==> src/rtl/mips_lsu_pkg.sv <==
// -----------------------------------------------------------------------------
// mips_lsu_pkg
// Shared types and helpers for the MIPS load/store unit.
//   lsu_op_t    : 3-bit request operation code (LB..SW)
//   lsu_state_t : control FSM states
//   is_load / is_store / is_legal_op / is_misaligned : request classification
// -----------------------------------------------------------------------------
package mips_lsu_pkg;

  localparam int unsigned XLEN = 32;

  typedef enum logic [2:0] {
    LB  = 3'd0,
    LBU = 3'd1,
    LH  = 3'd2,
    LHU = 3'd3,
    LW  = 3'd4,
    SB  = 3'd5,
    SH  = 3'd6,
    SW  = 3'd7
  } lsu_op_t;

  typedef enum logic [2:0] {
    ST_IDLE   = 3'd0,
    ST_LOAD   = 3'd1,
    ST_RMW_RD = 3'd2,
    ST_WRITE  = 3'd3,
    ST_RESP   = 3'd4
  } lsu_state_t;

  function automatic logic is_load(input lsu_op_t op);
    return op inside {LB, LBU, LH, LHU, LW};
  endfunction

  function automatic logic is_store(input lsu_op_t op);
    return op inside {SB, SH, SW};
  endfunction

  // Every 3-bit code is assigned today; this keeps the error path meaningful
  // if the op field is ever widened.
  function automatic logic is_legal_op(input lsu_op_t op);
    return is_load(op) || is_store(op);
  endfunction

  // Halfwords need an even address, words a multiple of four.
  function automatic logic is_misaligned(input lsu_op_t op, input logic [1:0] addr_lo);
    logic mis;
    mis = 1'b0;
    case (op)
      LH, LHU, SH: mis = addr_lo[0];
      LW, SW:      mis = (addr_lo != 2'b00);
      default:     mis = 1'b0;
    endcase
    return mis;
  endfunction

endpackage

==> src/rtl/mips_lsu_align.sv <==
// -----------------------------------------------------------------------------
// mips_lsu_align
// Purely combinational big-endian lane logic for the load/store unit.
//   op          : operation being executed
//   addr_lo     : low two address bits (lane select)
//   rdata       : word read from the data RAM
//   wdata       : store data from the core (low byte / low half used)
//   load_result : selected byte/half/word, sign- or zero-extended
//   merged_word : rdata with the addressed byte/half replaced by wdata
//                 (for SW this is simply wdata)
// Lane 0 is the most significant byte, so the shift for byte lane k is
// (3-k)*8, and half lane addr[1]=0 lives in bits 31:16.
// -----------------------------------------------------------------------------
module mips_lsu_align
  import mips_lsu_pkg::*;
(
  input  lsu_op_t     op,
  input  logic [1:0]  addr_lo,
  input  logic [31:0] rdata,
  input  logic [31:0] wdata,
  output logic [31:0] load_result,
  output logic [31:0] merged_word
);

  logic [4:0]  byte_shift;
  logic [4:0]  half_shift;
  logic [7:0]  byte_val;
  logic [15:0] half_val;
  logic [31:0] byte_mask;
  logic [31:0] half_mask;

  // (3-k)*8 equals (~k)*8 for a 2-bit k.
  assign byte_shift = {~addr_lo, 3'b000};
  assign half_shift = {~addr_lo[1], 4'b0000};

  assign byte_val  = 8'(rdata >> byte_shift);
  assign half_val  = 16'(rdata >> half_shift);
  assign byte_mask = 32'h0000_00FF << byte_shift;
  assign half_mask = 32'h0000_FFFF << half_shift;

  // NOTE: every output of a combinational block gets a default before the
  // case, so no path leaves it unassigned and no latch is inferred.
  always_comb begin
    load_result = '0;
    case (op)
      LB:      load_result = {{24{byte_val[7]}}, byte_val};
      LBU:     load_result = {24'h0, byte_val};
      LH:      load_result = {{16{half_val[15]}}, half_val};
      LHU:     load_result = {16'h0, half_val};
      LW:      load_result = rdata;
      default: load_result = '0;
    endcase
  end

  always_comb begin
    merged_word = wdata;
    case (op)
      SB:      merged_word = (rdata & ~byte_mask) | (32'(wdata[7:0])  << byte_shift);
      SH:      merged_word = (rdata & ~half_mask) | (32'(wdata[15:0]) << half_shift);
      default: merged_word = wdata;
    endcase
  end

endmodule

==> src/rtl/mips_lsu.sv <==
// -----------------------------------------------------------------------------
// mips_lsu
// Load/store unit between the MIPS memory stage and a combinational-read,
// single-cycle-write data RAM without byte enables.
//   clk, reset_n        : clock, synchronous active-low reset
//   req_valid/req_ready : request handshake (accept when both high)
//   req_op/addr/wdata   : operation, byte address, store data
//   resp_valid          : one-cycle response pulse
//   resp_rdata/resp_err : extended load data (0 for stores/errors), error flag
//   data_address        : word-aligned RAM address (held between accesses)
//   data_read/write     : RAM strobes, never both high
//   data_writedata      : RAM write data
//   data_readdata       : combinational RAM read data
// Loads and SW take one RAM cycle; SB/SH read the word, merge the new lane
// and write it back. Misaligned or illegal requests answer with resp_err
// without touching the RAM.
// -----------------------------------------------------------------------------
module mips_lsu
  import mips_lsu_pkg::*;
(
  input  logic        clk,
  input  logic        reset_n,
  input  logic        req_valid,
  output logic        req_ready,
  input  logic [2:0]  req_op,
  input  logic [31:0] req_addr,
  input  logic [31:0] req_wdata,
  output logic        resp_valid,
  output logic [31:0] resp_rdata,
  output logic        resp_err,
  output logic [31:0] data_address,
  output logic        data_read,
  output logic        data_write,
  output logic [31:0] data_writedata,
  input  logic [31:0] data_readdata
);

  lsu_state_t  state_q, state_d;
  lsu_op_t     op_q, op_d;
  logic [31:0] addr_q, addr_d;
  logic [31:0] wdata_q, wdata_d;

  logic        req_ready_q, req_ready_d;
  logic        resp_valid_q, resp_valid_d;
  logic        resp_err_q, resp_err_d;
  logic [31:0] resp_rdata_q, resp_rdata_d;
  logic [31:0] data_address_q, data_address_d;
  logic        data_read_q, data_read_d;
  logic        data_write_q, data_write_d;
  logic [31:0] data_writedata_q, data_writedata_d;

  lsu_op_t     req_op_e;
  logic        accept;
  logic [31:0] load_result;
  logic [31:0] merged_word;

  assign req_op_e = lsu_op_t'(req_op);
  assign accept   = req_valid && req_ready_q;

  mips_lsu_align u_align (
    .op          (op_q),
    .addr_lo     (addr_q[1:0]),
    .rdata       (data_readdata),
    .wdata       (wdata_q),
    .load_result (load_result),
    .merged_word (merged_word)
  );

  always_comb begin
    state_d          = state_q;
    op_d             = op_q;
    addr_d           = addr_q;
    wdata_d          = wdata_q;
    resp_err_d       = resp_err_q;
    resp_rdata_d     = resp_rdata_q;
    data_address_d   = data_address_q;
    data_writedata_d = data_writedata_q;

    case (state_q)
      ST_IDLE: begin
        if (accept) begin
          op_d    = req_op_e;
          addr_d  = req_addr;
          wdata_d = req_wdata;
          if (!is_legal_op(req_op_e) || is_misaligned(req_op_e, req_addr[1:0])) begin
            // Straight to the response; the RAM address is left untouched.
            state_d      = ST_RESP;
            resp_err_d   = 1'b1;
            resp_rdata_d = '0;
          end else begin
            data_address_d = {req_addr[31:2], 2'b00};
            if (is_load(req_op_e)) begin
              state_d = ST_LOAD;
            end else if (req_op_e == SW) begin
              state_d          = ST_WRITE;
              data_writedata_d = req_wdata;
            end else begin
              state_d = ST_RMW_RD;
            end
          end
        end
      end

      ST_LOAD: begin
        state_d      = ST_RESP;
        resp_err_d   = 1'b0;
        resp_rdata_d = load_result;
      end

      ST_RMW_RD: begin
        state_d          = ST_WRITE;
        data_writedata_d = merged_word;
      end

      ST_WRITE: begin
        state_d      = ST_RESP;
        resp_err_d   = 1'b0;
        resp_rdata_d = '0;
      end

      ST_RESP: begin
        state_d = ST_IDLE;
      end

      default: begin
        state_d = ST_IDLE;
      end
    endcase

    // Outputs are registered, so they are decoded from the state being
    // entered rather than the current one.
    req_ready_d  = (state_d == ST_IDLE);
    data_read_d  = (state_d == ST_LOAD) || (state_d == ST_RMW_RD);
    data_write_d = (state_d == ST_WRITE);
    resp_valid_d = (state_d == ST_RESP);
  end

  // NOTE: sequential state uses non-blocking assignments so every flop
  // samples the pre-edge values, independent of statement order.
  always_ff @(posedge clk) begin
    if (!reset_n) begin
      state_q          <= ST_IDLE;
      op_q             <= LB;
      addr_q           <= '0;
      wdata_q          <= '0;
      req_ready_q      <= 1'b0;
      resp_valid_q     <= 1'b0;
      resp_err_q       <= 1'b0;
      resp_rdata_q     <= '0;
      data_address_q   <= '0;
      data_read_q      <= 1'b0;
      data_write_q     <= 1'b0;
      data_writedata_q <= '0;
    end else begin
      state_q          <= state_d;
      op_q             <= op_d;
      addr_q           <= addr_d;
      wdata_q          <= wdata_d;
      req_ready_q      <= req_ready_d;
      resp_valid_q     <= resp_valid_d;
      resp_err_q       <= resp_err_d;
      resp_rdata_q     <= resp_rdata_d;
      data_address_q   <= data_address_d;
      data_read_q      <= data_read_d;
      data_write_q     <= data_write_d;
      data_writedata_q <= data_writedata_d;
    end
  end

  assign req_ready      = req_ready_q;
  assign resp_valid     = resp_valid_q;
  assign resp_err       = resp_err_q;
  assign resp_rdata     = resp_rdata_q;
  assign data_address   = data_address_q;
  assign data_read      = data_read_q;
  // Gated directly by reset so an in-flight write is dropped the moment
  // reset is asserted, not one edge later.
  assign data_write     = data_write_q & reset_n;
  assign data_writedata = data_writedata_q;

endmodule
==> config.mk <==
export PLATFORM = sky130hd
export DESIGN_NAME = mips_lsu
export DESIGN_NICKNAME = d
export VERILOG_FILES = /design/src/rtl/mips_lsu_pkg.sv /design/src/rtl/mips_lsu_align.sv /design/src/rtl/mips_lsu.sv
export SDC_FILE = /design/constraint.sdc
export NUM_CORES = 1
export LEC_CHECK = 0
export CORE_UTILIZATION = 53
export CTS_CLUSTER_SIZE = 40
export DETAILED_ROUTE_END_ITERATION = 8
export GPL_ROUTABILITY_DRIVEN = 0
export PLACE_DENSITY = 0.9
export SLEW_MARGIN = 20
export SYNTH_ARGS = -nofsm -noshare
export SYNTH_HDL_FRONTEND = slang
export SYNTH_HIERARCHICAL = 1
export SYNTH_SLANG_ARGS = --single-unit
==> constraint.sdc <==
create_clock -name clk -period 4.1 [get_ports clk]
set_clock_uncertainty 0.1 [all_clocks]
set_input_delay 0.82 -clock clk [delete_from_list [all_inputs] [get_ports clk]]
set_output_delay 0.82 -clock clk [all_outputs]
set_load 0.02 [all_outputs]
======== Word-level counts from Yosys, hierarchy flattened ========
Cells that the tools add are included.
word-level totals
  logic and storage cells ................. 97
  flip-flop bits (word level) ............. 139
  input bits .............................. 102
  output and inout port bits .............. 101
operators by class
  equality and inequality tests ........... 25
  bitwise operators ....................... 10
  reduce and logical (&&, ||, !) cells .... 23
  shift operators ......................... 6
  mux-type cells .......................... 21
operators by type and width
  kind                                                                  count
  32-bit 2-to-1 mux                                                     6
  32-bit case mux with 5 select lines                                   1
  32-bit case mux with 2 select lines                                   2
  32-bit case mux with 3 select lines                                   1
  32-bit AND                                                            2
  32-bit inverter                                                       2
  32-bit bitwise OR                                                     2
  16-bit by 5-bit << shifter with 32-bit output                         1
  16-bit by 5-bit << shifter with 32-bit output (first input constant)  1
  8-bit by 5-bit << shifter with 32-bit output                          1
  8-bit by 5-bit << shifter with 32-bit output (first input constant)   1
  32-bit by 5-bit right shift with 16-bit output                        1
  32-bit by 5-bit right shift with 8-bit output                         1
  3-bit by 2-bit == test with 1-bit output (second input constant)      8
  3-bit == test (second input constant)                                 8
  3-bit by 1-bit == test with 1-bit output (second input constant)      4
  3-bit logical NOT                                                     4
  2-bit != test (second input constant)                                 5
  3-bit case mux with 3 select lines                                    1
  3-bit AND reduction                                                   3
  3-bit 2-to-1 mux                                                      2
  2-bit nonzero test                                                    3
  3-bit nonzero test                                                    2
  1-bit 2-to-1 mux                                                      5
  other kinds (13)                                                      18

======== Longest topological paths before layout ========
  depth after elaboration ................. 11
  mapped depth ............................ 8
  gate-level depth less buffers ........... 5

======== By module ========
Netlist, hierarchy kept.
by module, submodules not included
  module          instances  area an instance (um^2)  cells each
  mips_lsu        1          5292.6                   598
  mips_lsu_align  1          2240.9                   301

======== Worst setup path after synthesis ========
OpenSTA, ideal clock, no wires.
  path kind ............................... in2out
  start point ............................. input port reset_n
  end point ............................... output port data_write
  arrival ................................. 1639 ps
  stages on the path ...................... 3
  path buffers ............................ 2
  path slack .............................. 1541 ps
  cells stage by stage .................... clkbuf_1 > clkbuf_1 > and2_1
between the ends
  word-level cells in the longest chain between the ends .. 1
RTL lines
  what             line             text
  start, declared  mips_lsu.sv:22   input logic reset_n,
  1-bit AND        mips_lsu.sv:178  assign data_write = data_write_q & reset_n;
  end, declared    mips_lsu.sv:33   output logic data_write,
Every way passes these cells.

======== Final worst setup path ========
  start point ............................. register op_q[2]
  end point ............................... register resp_rdata_q[11] (netlist: resp_rdata[11])
between the ends
  word-level cells in the longest chain between the ends .. 3
  elaborated cells on any way between the ends .. 7
RTL lines
  what                                         line                  text
  start, declared                              mips_lsu.sv:39        lsu_op_t op_q, op_d;
  start signal, assigned                       mips_lsu.sv:156       op_q <= op_d;
  3-bit == test, or another cell as far along  mips_lsu_align.sv:45  case (op)
  32-bit case mux with 5 select lines (*)      mips_lsu_align.sv:45
  named net load_result[11]                    mips_lsu.sv:54        logic [31:0] load_result;
  32-bit case mux with 3 select lines (*)      mips_lsu.sv:79        case (state_q)
  end signal, assigned                         mips_lsu.sv:162       resp_rdata_q <= resp_rdata_d;
  end, declared                                mips_lsu.sv:46        logic [31:0] resp_rdata_q, resp_rdata_d;
The timed path passes the listed nets; every way through them passes the cells marked *.
A chain may end at the register's enable or synchronous reset.

==> results.yml <==
outcome:
  status: "finished, final reports clean"
clocking:
  htree_levels: 4
  cts.path.max_buffers: 2
  clk_latency_ns: 0.43
  post_cts_resized: 0
  cts_hold_buf: 0
  root_buffer: "clkbuf_16"
  cts_tree: "built"
  clkSinkCount: 139
  clk_transition_reported_paths_ns: 0.06
  postCtsSetupBuffers: 0
  numCtsBuffers: 17
timing:
  tightest_slew_ns: 0.947
  fin_ws_ns: 1.28
  fin_crit_sh: 0.688
  slew_headroom: 0.368
  rsz0062_at_grt: "false"
  holdWs_ns: 0.355
  final_max_slew_viol_count: 0
  setup_viol: 0
  finalCriticalPeriod_ns: 2.82
  finalSetupTns_ns: 0
  timing.fmax_mhz: 354
  hold_viol_final: 0
floorplan:
  die_h_um: 121
  die_width_um: 121
  die-area_mm2: 0.0147
  std_cell_rows: 43
  pin_count: 203
  core_mm2: 0.0139
  start_util: 0.543
placed_design:
  place_ws_ns: 0.942
  dp_hpwl_um: 16900
  port_buffers: 200
setup_path:
  cp_slowest_stage_delay_ns: 0.89
  crit_required_ns: 4.32
  r2r_slack_ns: 1.28
  worstPathMaxFanout: 48
  critPathCaptureType: "flip-flop"
  crit_chain: "inv_1 > nand3_1 > o311ai_0 > a32o_1"
  critPathArrivalTime_ns: 3.04
  path_class: "reg2reg"
  crit_path_start_kind: "flip-flop"
  critPathTopFamily: "flip-flops"
  cp_num_buf_inv: 1
  slowest_stage: "dfxtp_2"
power:
  sequentialPowerShare: 0.409
  vdd_ir_drop_max_uv: 289
  power.switching_fraction: 0.285
  switchingPower_mw: 1.02
  p_comb_frac: 0.198
  p_int_mw: 2.56
  share_clk_of_total_power: 0.393
  report.power.total_mw: 3.58
  p_leak_nw: 3.42
  p_per_area_mw_per_mm2: 359
synth:
  synth_cells: 899
  ys_types: 71
  synth_edf_count: 0
  synth_area_leaders: "dfxtp_1, nand2_1, mux2i_1"
  synth_top_area_share: 0.369
  seq_area_frac_synth: 0.369
  yosys_warnings: 6
  synth_area_per_cell_um2: 8.38
  synth_top_cell_by_area: "dfxtp_1"
  yosys_register_bits: 139
  synth_common_cells: "nand2_1, dfxtp_1, nand3_1, a21oi_1, clkbuf_1"
  post-synth-top-count-cell: "nand2_1"
  syn_area_mm2: 0.00753
  synthArstFlopShare: 0
  ys.flop_type: "dfxtp_1"
global_route:
  grt_first_pass_wirelength_um: 38700
  use_met3: 0.107
  grt_usage: 0.340
  grt_pass1_vias: 7512
  grt_overflow: 0
  grt_max_degree: 66
  busiest_layer: "met2"
  gr-usage-met1: 0.407
  met2_usage: 0.544
  antenna_found_initial: 0
drt:
  drt_iter0_drc: 1029
  totalWireLength_um: 24700
  post_drt_via_cell_ratio: 6.39
  num_vias: 7894
  dr.pass1.iters: 7
  route.detailed.drc: 0
  postRouteAntennaNets: 0
  wl_per_cell_um: 20.0
finish:
  nFillCells: 1082
  antenna_cells: 0
  layout-drive-gt1-share: 0.0985
  multi_input_area_mm2: 0.00427
  regArea_mm2: 0.00279
  fin_nets: 1145
  synthToLayoutAreaGrowth_pct: 32.5
hold_path:
  hp-class: "reg2reg"
flow_run:
  cap_violations: 0
layout make-up:
type	count	area share
flip-flops and latches	139	0.279
clock inverters	9	0.00727
inverters	11	0.00414
repair buffers	217	0.213
well taps	180	0.0226
multi-input cells	657	0.428
clock buffers	23	0.0459
stage by stage:
step / std cells / instance area (µm²) / util
after CTS: 1236 / 9980 / 0.719
after global routing: 1236 / 9980 / 0.719
after global placement: 1204 / 9450 / 0.681
after detailed placement: 1204 / 9450 / 0.681
after floorplan: 900 / 7540 / -
final: 1236 / 9980 / 0.719
cell families after synthesis:
logic type / share of synthesized area
compound gates: 0.256
xor+xnor: 0.00548
fa+ha+maj: 0.00996
buf+inv: 0.0673
flops: 0.369
mux: 0.0852
other cells: 0.000498
simple gates: 0.206
layer usage:
layer,part of all wire,routed length [µm]
met2,0.46,11400
met4,0.051,1260
met3,0.12,2990
met1,0.37,9040
met5,0,0
worst min-delay path: stages, from the launching register on:
cell	delay, ns
dfxtp_1	0.31
nand2_1	0.05
a21oi_1	0.05
power groups by stage:
stage                     combinational, mW  clock (mW)  sequential [mW]
after floorplan                       0.405           0             1.50
after CTS                             0.697        1.41             1.46
after global routing                  0.755        1.48             1.47
after detailed placement              0.691           0             1.49
final                                 0.709        1.41             1.46
after global placement                0.682           0             1.49
sequential cells by signal (all words and copies together) (netlist names):
register / flops
data_writedata: 32
req_ready: 1
resp_rdata: 32
resp_valid: 1
resp_err: 1
data_write_q: 1
op_q: 3
addr_q: 2
wdata_q: 32
state_q: 3
data_read: 1
data_address: 30
layout by cell type, fill, tap and decap left out, drive strengths merged, types with 7 or more instances in the layout:
cell type | netlist | layout
maj3 | 7 | 7
a221o | 15 | 15
dfxtp | 139 | 139
nor2 | 10 | 10
o211ai | 36 | 36
buf | 45 | 18
o21ai | 42 | 42
a21oi | 56 | 56
clkinv | 0 | 7
a32o | 32 | 32
nand3 | 73 | 73
and3 | 10 | 10
nand2b | 7 | 7
nor2b | 11 | 11
a41oi | 7 | 7
nand2 | 173 | 173
clkdlybuf4s50 | 0 | 199
mux2i | 45 | 45
nand4b | 7 | 7
inv | 11 | 11
clkbuf | 48 | 23
a31oi | 32 | 32
mux2 | 15 | 15
worst paths after layout:
path / from / end / cells after the start
setup / recovery: op_q[2] / resp_rdata[11] / 4
hold / removal: wdata_q[27] / wdata_q[27] / 2
setup reg to reg: op_q[2] / resp_rdata[11] / 4
hold reg to reg: wdata_q[27] / wdata_q[27] / 2
Note: power is estimated with default switching activity, not from simulation.
